[src/rtl/soc_clk_rst_seq.sv]
// Clock/reset sequencer: divides the board clock into a glitch-free core clock
// and sequences core reset release and fetch enable in core-clock periods.
module soc_clk_rst_seq #(
    parameter int unsigned DIV_W       = 8,
    parameter int unsigned DEFAULT_DIV = 5,
    parameter int unsigned RST_HOLD    = 16,
    parameter int unsigned FETCH_DLY   = 8
) (
    input  logic             clk,
    input  logic             rst,
    input  logic [DIV_W-1:0] div_half_i,
    input  logic             div_load_i,
    input  logic             soft_rst_i,
    input  logic             fetch_en_req_i,
    output logic             usr_clk_o,
    output logic             usr_clk_rise_o,
    output logic             soc_rst_n_o,
    output logic             fetch_en_o,
    output logic             busy_o,
    output logic [1:0]       state_o
);

    localparam int unsigned MAX_EV = (RST_HOLD > FETCH_DLY) ? RST_HOLD : FETCH_DLY;
    localparam int unsigned CNT_W  = $clog2(MAX_EV + 1);
    localparam logic [DIV_W-1:0] RST_HALF =
        (DEFAULT_DIV == 0) ? DIV_W'(1) : DIV_W'(DEFAULT_DIV);
    localparam logic [CNT_W-1:0] HOLD_LAST = CNT_W'(RST_HOLD - 1);
    localparam logic [CNT_W-1:0] WAIT_LAST = CNT_W'(FETCH_DLY - 1);

    typedef enum logic [1:0] {
        ST_RST  = 2'd0,
        ST_HOLD = 2'd1,
        ST_WAIT = 2'd2,
        ST_RUN  = 2'd3
    } state_t;

    // ------------------------------------------------------------------
    // Divider
    // ------------------------------------------------------------------
    logic [DIV_W-1:0] cnt;
    logic [DIV_W-1:0] half;
    logic [DIV_W-1:0] pending;
    logic             busy;
    logic             usr_clk;
    logic             usr_clk_rise;

    logic             phase_end_c;
    logic             apply_c;
    logic [DIV_W-1:0] load_val_c;

    assign phase_end_c = (cnt == (half - DIV_W'(1)));
    // New divisor takes effect only at the high->low toggle, so both phases stay whole.
    assign apply_c     = phase_end_c && usr_clk && busy;
    assign load_val_c  = (div_half_i == '0) ? DIV_W'(1) : div_half_i;

    always_ff @(posedge clk or posedge rst) begin
        if (rst) begin
            cnt          <= '0;
            half         <= RST_HALF;
            pending      <= RST_HALF;
            busy         <= 1'b0;
            usr_clk      <= 1'b0;
            usr_clk_rise <= 1'b0;
        end else begin
            if (phase_end_c) begin
                cnt     <= '0;
                usr_clk <= ~usr_clk;
            end else begin
                cnt <= cnt + DIV_W'(1);
            end
            usr_clk_rise <= phase_end_c && !usr_clk;
            if (apply_c) begin
                half <= pending;
            end
            // A load coinciding with an apply stays pending for the next fall.
            if (div_load_i) begin
                pending <= load_val_c;
                busy    <= 1'b1;
            end else if (apply_c) begin
                busy <= 1'b0;
            end
        end
    end

    // ------------------------------------------------------------------
    // Reset / fetch sequencer FSM
    // ------------------------------------------------------------------
    state_t           state;
    state_t           state_nx;
    logic [CNT_W-1:0] ev_cnt;
    logic [CNT_W-1:0] ev_cnt_nx;
    logic             soc_rst_n;
    logic             soc_rst_n_nx;
    logic             fetch_en;
    logic             fetch_en_nx;

    always_ff @(posedge clk or posedge rst) begin
        if (rst) begin
            state     <= ST_RST;
            ev_cnt    <= '0;
            soc_rst_n <= 1'b0;
            fetch_en  <= 1'b0;
        end else begin
            state     <= state_nx;
            ev_cnt    <= ev_cnt_nx;
            soc_rst_n <= soc_rst_n_nx;
            fetch_en  <= fetch_en_nx;
        end
    end

    // Soft reset is checked first so it beats a simultaneous count completion.
    always_comb begin
        state_nx  = state;
        ev_cnt_nx = ev_cnt;
        case (state)
            ST_RST: begin
                state_nx  = ST_HOLD;
                ev_cnt_nx = '0;
            end
            ST_HOLD: begin
                if (soft_rst_i) begin
                    ev_cnt_nx = '0;
                end else if (usr_clk_rise) begin
                    if (ev_cnt >= HOLD_LAST) begin
                        state_nx  = ST_WAIT;
                        ev_cnt_nx = '0;
                    end else begin
                        ev_cnt_nx = ev_cnt + CNT_W'(1);
                    end
                end
            end
            ST_WAIT: begin
                if (soft_rst_i) begin
                    state_nx  = ST_HOLD;
                    ev_cnt_nx = '0;
                end else if (usr_clk_rise) begin
                    if (ev_cnt >= WAIT_LAST) begin
                        state_nx  = ST_RUN;
                        ev_cnt_nx = '0;
                    end else begin
                        ev_cnt_nx = ev_cnt + CNT_W'(1);
                    end
                end
            end
            ST_RUN: begin
                if (soft_rst_i) begin
                    state_nx  = ST_HOLD;
                    ev_cnt_nx = '0;
                end
            end
            default: begin
                state_nx  = ST_RST;
                ev_cnt_nx = '0;
            end
        endcase
    end

    // Fetch follows the request only once RUN has been entered and is being kept.
    always_comb begin
        soc_rst_n_nx = 1'b0;
        fetch_en_nx  = 1'b0;
        if ((state_nx == ST_WAIT) || (state_nx == ST_RUN)) begin
            soc_rst_n_nx = 1'b1;
        end
        if ((state == ST_RUN) && (state_nx == ST_RUN)) begin
            fetch_en_nx = fetch_en_req_i;
        end
    end

    assign usr_clk_o      = usr_clk;
    assign usr_clk_rise_o = usr_clk_rise;
    assign soc_rst_n_o    = soc_rst_n;
    assign fetch_en_o     = fetch_en;
    assign busy_o         = busy;
    assign state_o        = 2'(state);

endmodule

[config.mk]
export PLATFORM = sky130hd
export DESIGN_NAME = soc_clk_rst_seq
export DESIGN_NICKNAME = d
export VERILOG_FILES = /design/src/rtl/soc_clk_rst_seq.sv
export SDC_FILE = /design/constraint.sdc
export NUM_CORES = 1
export LEC_CHECK = 0
export ABC_AREA = 1
export ABC_CLOCK_PERIOD_IN_PS = 2500
export BUFFER_PORTS_ARGS = -buffer_cell sky130_fd_sc_hd__buf_2
export CAP_MARGIN = 0
export CORE_ASPECT_RATIO = 1.4
export CORE_MARGIN = 2
export CORE_UTILIZATION = 50
export DETAILED_ROUTE_END_ITERATION = 7
export PLACE_DENSITY = 0.71
export SLEW_MARGIN = 20
export SYNTH_ARGS = -nofsm -noshare
export SYNTH_HDL_FRONTEND = slang
export SYNTH_SLANG_ARGS = --single-unit
export TNS_END_PERCENT = 30
[constraint.sdc]
create_clock -name clk -period 2.5 [get_ports clk]
set_input_delay 0.375 -clock clk [delete_from_list [all_inputs] [get_ports clk]]
set_output_delay 0.375 -clock clk [all_outputs]
set_load 0.02 [all_outputs]
After elaboration in Yosys (flattened, before gate mapping)
Index checks and enable logic that the tools add are counted.

storage, ports and cells
  flip-flop bits (word level) = 36

cells by class
  $add $sub $neg = 3
  $lt $le $gt $ge = 2
  equality and inequality tests = 9
  muxes and demuxes = 22
  bitwise logic cells = 1
  reduce and logical (&&, ||, !) cells = 10

operator list
  operator             count
  $mux 5               7
  $pmux 5 s4           1
  $mux 8               2
  $mux 2               7
  $add 8x1->8 const B  1
  $eq 2x2->1 const B   4
  $eq 8x8->1           1
  $logic_not 8->1      1
  $pmux 2 s4           1
  $sub 8x1->8 const B  1
  $ne 3x3->1 const B   2
  $add 5x1->5 const B  1
  $ge 5x3->1 const B   1
  $ge 5x4->1 const B   1
  $logic_and 1x1->1    4
  $mux 1               4
  $reduce_and 3->1     1
  $eq 2x1->1 const B   1
  $logic_not 2->1      1
  $ne 2x2->1 const B   1
  $reduce_bool 2->1    1
  $logic_not 1->1      1
  $logic_or 1x1->1     1
  $not 1->1            1

Logic depth before layout (Yosys ltp)
Gate-level depths: netlist of run 1.

  depth after elaboration = 8
  depth in mapped cells = 14
  gate-level depth less buffers = 13

Worst setup path before layout of run 1
OpenSTA, ideal clock, no wires.

  path type = reg-to-reg
  from = register half[0]
  to = register half[7]
  library setup time = 0.118 ns
  data arrival time = 1.731 ns
  path slack = 0.651 ns
  cell stages (with the launch flop) = 13
  path buffers = 0
  period minus slack after synthesis = 1.849 ns
  cell sequence = dfstp_2 inv_1 ha_1 inv_1 nand2_1 nand2_1 nand3_1 nor2_1 nand3_1 nor2_1 nand4_2 nand2_1 nand2_1

on the way
  cells in the longest elaborated chain, start to end = 4

ends and longest elaborated chain
  what                             line  source
  start: declaration               41    logic [DIV_W-1:0] half;
  start signal: assignment         73    half <= pending;
  $sub 8x1->8                      51    assign phase_end_c = (cnt == (half - DIV_W'(1)));
  $eq 8x8->1                       51
  $logic_and 1x1->1 (2 in series)  53    assign apply_c = phase_end_c && usr_clk && busy;

Every way passes these cells.
A chain may end at the register's enable or synchronous reset.

Worst setup path in the final report of run 1
  from = register half[0]
  to = register half[5]

The elaborated chain is that of the path after synthesis.

==> results.yml, run 1 <==
run_status:
  run_status: "finished clean"
floorplan:
  die_w_um: 58.1
  die-area_um2: 4630
  io_pins: 20
  floorplan.core_area_um2: 3920
  fp.dieH_um: 79.8
  initial_utilization: 0.523
  rows: 27
synth:
  synth_sequential_area_ratio: 0.430
  yosysUniqueCellTypes: 31
  yosysTopAreaCellShare: 0.379
  postSynthCellCount: 275
  synth_area_um2: 2050
  mean_syn_cell_area_um2: 7.45
  syn-num-nets: 297
  synth-warning-count: 0
  synth_top_area_cell: "sky130_fd_sc_hd__dfrtp_1"
  synth.area.top_cells: "sky130_fd_sc_hd__dfrtp_1 38%, sky130_fd_sc_hd__nand2_1 17%, sky130_fd_sc_hd__inv_1 6.6%"
  synth-seq-cells: 35
sta:
  timing.final.max_slew_violations: 0
  fmax_mhz: 472
  layout_worst_path_cycle_share: 0.847
  max_slew_margin: 0.680
  worstMarginPinSlew_ps: 474
  worst_clock_skew_ps: 6.83
  final-hold-violation-count: 0
  rsz0062_at_grt: "no"
  timing.setup.tns_ps: 0
  final-setup-viol-count: 0
  final_critical_path_time_including_i_o_delays_and_setup_ps: 2120
routing:
  detail_route.vias_per_cell: 5.07
  antenna_left: 0
  route.layer.met1.wl_mm: 1.72
  remaining_drc_errors: 0
  drt_iter0_drc: 28
  dr_wl_met3_um: 109
  drt_wl_total_mm: 3.79
  detailroute.wirelength.met2_mm: 1.88
  maxUsedRoutingLayer: "met4"
  drt_first_pass_iters: 4
  vias: 1729
  routed_wire_length_per_instance_um: 11.1
setup_path:
  setup.worst_path.start_class: "register"
  biggest_cell_delay_along_the_critical_path_ps: 550
  crit_family: "simple AND/OR/NAND/NOR gates"
  crit_top_cell: "sky130_fd_sc_hd__nand2_1"
  worst-path-buf-inv: 3
  critical_setup_path_class: "reg2reg"
  worst_ep_required_time_ps: 2720
  endpoint_kind: "register"
  crit_path_max_fanout: 14
  worstPathArrival_ps: 2340
  cp_slowest_cell: "sky130_fd_sc_hd__dfstp_2"
  list_of_cells_traversed_by_the_critical_path: "inv_1, ha_1, inv_1, nand2_1, nand2_1, nand3_1, nor2_1, nand3_1, inv_1, nand2_1, nor2_4, nand4_1, nand2_1"
global_route:
  grt_start_max_net_pins: 36
  wire_length_of_the_first_global_routing_pass_mm: 6.91
  grt_remaining_overflow: 0
  grt_antenna_before_repair: 0
  grtUsageTotal: 0.191
  grt_pass1_vias: 1720
cts:
  root_driver: "sky130_fd_sc_hd__clkbuf_8"
  clock_latency_ps: 280
  clk_pin_slew_worst_paths_ps: 70
  cts_repair_resize_count: 0
  ctsLongestPathBuffers: 2
  post-cts-setup-buffer-count: 0
  cts_sinks: 35
  postCtsHoldBufs: 0
  cts_made_buffers: 5
  htree_num_levels: 2
  cts_tree: "built"
final_layout:
  design.final.nets: 319
  layout_cell_share_with_drive_strength_beyond_1: 0.144
  final_core_util: 0.575
  area.growth.synth_to_final_pct: 10.0
  num_antenna_cells: 0
power:
  p_leak_nw: 1.18
  vdd_ir_drop_max_mv: 0.447
  cellPowerDensity_nw_per_um2: 450
place:
  post-dp-hpwl_mm: 2.99
  globalplace.congestion: 0.841
  portBuffers: 19
job:
  maxCapViolations: 0
hold_path:
  holdCritPathClass: "in2async"
==> sequential cells by signal (all words and copies together) (netlist names) <==
name            cells
busy_o              1
cnt                 8
ev_cnt              5
fetch_en_o          1
half                8
pending             8
soc_rst_n_o         1
state_o             1
usr_clk_o           1
usr_clk_rise_o      1
==> cell type report <==
type / instances / area [um^2]
fillers: 381 / 1660
repair buffers: 20 / 103
flip-flops and latches: 35 / 881
multi-input cells: 194 / 982
clock inverters: 1 / 5.00
inverters: 41 / 154
clock buffers: 7 / 76.3
well taps: 43 / 53.8
==> report_power, final <==
group / internal (mW) / leakage [nW] / switching [mW]
Clock: 0.195 / 0.0422 / 0.184
Combinational: 0.0162 / 0.698 / 0.0300
Sequential: 0.582 / 0.438 / 0.00810
==> cells by family after synthesis <==
kind of cell | count (synthesis) | share of synthesized area
flip-flops | 35 | 0.430
AO/OA/AOI/OAI | 16 | 0.0421
XOR/XNOR | 4 | 0.0171
AND/OR/NAND/NOR | 165 | 0.365
buffers and inverters | 46 | 0.0910
adder cells (fa/ha/maj) | 9 | 0.0549
==> stage by stage <==
| step | total power, mW | setup WS [ps] | instance area (um^2) | cells | hold slack (ps) |
|---|---|---|---|---|---|
| after detailed placement | 0.648 | 397 | 2170 | 333 | 459 |
| final | 1.02 | 382 | 2250 | 341 | 166 |
| after floorplan | 0.627 | 651 | 2050 | 275 | 442 |
| after global routing | 1.06 | 130 | 2250 | 341 | 223 |
| after CTS | 1.03 | 372 | 2250 | 341 | 183 |
| after global placement | 0.647 | 426 | 2170 | 333 | 455 |
==> cells in the mapped netlist (all sizes together) <==
| library cell | instances |
|---|---|
| a21oi | 5 |
| buf | 4 |
| o311ai | 1 |
| nand3b | 1 |
| nand4 | 12 |
| nand3 | 26 |
| nor4 | 2 |
| nand2 | 93 |
| dfstp | 4 |
| nor2 | 26 |
| xnor2 | 1 |
| nor3 | 3 |
| a31oi | 1 |
| inv | 39 |
| clkinv | 2 |
| dfrtp | 31 |
| o22ai | 1 |
| o21ai | 8 |
| clkbuf | 1 |
| xor2 | 3 |
| nor3b | 2 |
| ha | 9 |
==> worst min-delay path, stage by stage <==
cell and delay [ps]:
sky130_fd_sc_hd__buf_2 90, sky130_fd_sc_hd__inv_1 40, sky130_fd_sc_hd__buf_4 360
==> layout by cell type, fill, tap and decap left out, drive strengths merged <==
| cell | n |
|---|---|
| buf | 20 |
| xnor2 | 1 |
| dfstp | 4 |
| a31oi | 1 |
| ha | 9 |
| o21ai | 8 |
| nand2 | 93 |
| o22ai | 1 |
| nand3 | 26 |
| clkbuf | 7 |
| xor2 | 3 |
| nor2 | 26 |
| clkinv | 3 |
| nor3b | 2 |
| nor3 | 3 |
| dfrtp | 31 |
| nand4 | 12 |
| nand3b | 1 |
| a21oi | 5 |
| nor4 | 2 |
| inv | 39 |
| o311ai | 1 |
==> layer usage <==
metal | up-vias | track usage
li1 | 920 | -
met5 | - | 0
met4 | 0 | 0.0837
met3 | 9 | 0.0373
met1 | 775 | 0.220
met2 | 25 | 0.336
==> worst paths after layout <==
| path | cells past startpoint | slack (ps) | to | start |
|---|---|---|---|---|
| max in group asynchronous | 3 | 1990 | pending[0] | rst |
| hold / removal | 3 | 170 | ev_cnt[4] | rst |
| min in group clk | 3 | 300 | pending[2] | div_half_i[2] |
| setup / recovery | 13 | 380 | half[5] | half[0] |
| hold reg to reg | 2 | 470 | pending[2] | pending[2] |
| setup reg to reg | 13 | 380 | half[5] | half[0] |
Note: power is estimated with default switching activity, not from simulation.
==> run 2, diff against run 1 <==
ABC_CLOCK_PERIOD_IN_PS = 1970   (was 2500)
clock period = 1.97 ns   (was 2.5 ns; I/O delays follow)
==> run 2 against run 1 <==
Net effect:
- the flow now finishes with violations (negative setup slack)
- final area up 9.3%
- non-clock buffer count grew 10
- core utilization is 5.3 points higher
- clock skew down 2.1 ps
- largest cell class unchanged
- largest power group is now the clock network
==> results.yml, run 2 (synthesis results as in run 1) <==
run_status:
  run_status: "complete, but fails checks"
  violations_in_the_final_reports: "negative setup slack"
final_layout:
  final_cell_mix: "86 x sky130_fd_sc_hd__nand2_1, 33 x sky130_fd_sc_hd__inv_1, 31 x sky130_fd_sc_hd__dfrtp_1"
  area.growth.synth_to_final_pct: 20.2
  multiInputGateArea_um2: 1030
  design.final.nets: 329
  area.sequential_um2: 881
  num_antenna_cells: 0
  layout_cell_share_with_drive_strength_beyond_1: 0.218
  layout.cells.most_common: "sky130_fd_sc_hd__nand2_1"
  final_core_util: 0.629
  fill_cells: 339
  largest_registers: "cnt x8, half x8, pending x8"
cts:
  cts_sinks: 35
  htree_num_levels: 2
  postCtsHoldBufs: 0
  cts_tree: "built"
  ctsLongestPathBuffers: 2
  cts_made_buffers: 5
  clk_pin_slew_worst_paths_ps: 70
  clock_latency_ps: 290
  root_driver: "sky130_fd_sc_hd__clkbuf_8"
power:
  p_leak_nw: 1.28
  cellPowerDensity_nw_per_um2: 636
  design_power_total_mw: 1.57
  vdd_ir_drop_max_mv: 0.603
setup_path:
  crit_top_cell: "sky130_fd_sc_hd__nand2_2"
  worst_ep_required_time_ps: 2200
  list_of_cells_traversed_by_the_critical_path: "inv_2, ha_4, inv_2, nand2_2, nand2_2, nand3_2, nor2_1, nand3_1, inv_1, nand2_2, nor2_4, clkbuf_16, nand4_1, nand2_1"
  critical_setup_path_class: "reg2reg"
  cp_slowest_cell: "sky130_fd_sc_hd__dfstp_2"
  crit_path_max_fanout: 5
  endpoint_kind: "register"
  setup.worst_path.start_class: "register"
  biggest_cell_delay_along_the_critical_path_ps: 550
  critical_path.reg2reg.startpoint: "half[0]"
  crit_family: "simple AND/OR/NAND/NOR gates"
  worst-path-buf-inv: 4
  cp-startpoint: "half[0]"
  worstPathArrival_ps: 2220
sta:
  fmax_mhz: 503
  setup_slack_ps: -19.8
  worst_clock_skew_ps: 4.76
  final-setup-viol-count: 3
  layout_worst_path_cycle_share: 1.01
  rsz0062_at_grt: "yes"
  timing.final.max_slew_violations: 0
  final_critical_path_time_including_i_o_delays_and_setup_ps: 1990
  final-hold-violation-count: 0
  max_slew_margin: 0.698
  worstMarginPinSlew_ps: 452
global_route:
  grt_remaining_overflow: 0
  grt_start_max_net_pins: 36
  met1_grt_util: 0.237
  wire_length_of_the_first_global_routing_pass_mm: 7.36
  grt_busiest_layer: "met2"
  grtUsageTotal: 0.209
  global_route.usage.met2: 0.368
  grt_pass1_vias: 1736
  grt_use_met3: 0.0502
  grt_antenna_before_repair: 0
routing:
  detail_route.vias_per_cell: 5.10
  vias: 1790
  antenna_left: 0
  remaining_drc_errors: 0
  drt_first_pass_iters: 6
  drt_wl_total_mm: 4.28
  drt_iter0_drc: 29
  routed_wire_length_per_instance_um: 12.2
place:
  post-dp-hpwl_mm: 3.15
  portBuffers: 19
  globalplace.congestion: 0.792
hold_path:
  holdCritPathClass: "in2async"
floorplan:
  die-area_um2: 4630
  floorplan.core_area_um2: 3920
  io_pins: 20
  die_w_um: 58.1
  rows: 27
  fp.dieH_um: 79.8
  initial_utilization: 0.523
job:
  maxCapViolations: 0
run 2: cell type report:
| cell class | count | share of cell area |
|---|---|---|
| inverter | 41 | 0.0625 |
| timing repair buffer | 30 | 0.0843 |
| tap | 43 | 0.0218 |
| clock buffer | 6 | 0.0295 |
| multi-input combinational | 194 | 0.420 |
| sequential | 35 | 0.358 |
| clock inverter | 2 | 0.0244 |
run 2: power breakdown:
group | leakage (nW) | internal, mW | switching, mW | total [mW]
sequential | 0.438 | 0.738 | 0.00998 | 0.748
combinational | 0.775 | 0.0208 | 0.0394 | 0.0602
clock | 0.0654 | 0.506 | 0.253 | 0.759
run 2: final timing paths:
kind | to | slack (ps) | cells past startpoint
max | half[2] | -20 | 14
max reg2reg | half[2] | -20 | 14
min | ev_cnt[4] | 80 | 3
min reg2reg | pending[2] | 470 | 2
max in group asynchronous | pending[2] | 1550 | 3
min in group clk | pending[2] | 220 | 3
run 2: timing repair:
action / in CTS / in global routing
resized for setup: 4 / 12
pin swaps: 1 / 10
setup endpoints to repair: 15 / 23
hold endpoints to repair: 0 / 0
cloned: 0 / 1
setup buffers: 0 / 2
run 2: worst register-to-register path, stage by stage (launching register included):
cell and delay [ps]:
sky130_fd_sc_hd__dfstp_2 550, sky130_fd_sc_hd__inv_2 50, sky130_fd_sc_hd__ha_4 220, sky130_fd_sc_hd__inv_2 50, sky130_fd_sc_hd__nand2_2 40, sky130_fd_sc_hd__nand2_2 70, sky130_fd_sc_hd__nand3_2 60, sky130_fd_sc_hd__nor2_1 80
sky130_fd_sc_hd__nand3_1 120, sky130_fd_sc_hd__inv_1 100, sky130_fd_sc_hd__nand2_2 70, sky130_fd_sc_hd__nor2_4 180, sky130_fd_sc_hd__clkbuf_16 170, sky130_fd_sc_hd__nand4_1 80, sky130_fd_sc_hd__nand2_1 90
run 2: metrics by stage:
step | hold WS [ps] | setup TNS [ps] | area [um^2] | setup WS (ps) | instances
2_1_floorplan | 392 | 0 | 2050 | 121 | 275
3_3_place_gp | 406 | 0 | 2240 | 5.63 | 340
3_5_place_dp | 407 | -454 | 2240 | -59.3 | 340
4_1_cts | 98.4 | 0 | 2400 | 12.2 | 348
5_1_grt | 140 | -2160 | 2460 | -178 | 351
6_report | 84.1 | -46.7 | 2460 | -19.8 | 351
run 2: layer usage:
metal | wire length [um] | up-vias
li1 | - | 941
met1 | 1800 | 813
met2 | 2250 | 29
met3 | 135 | 7
met4 | 87 | 0
met5 | 0 | -
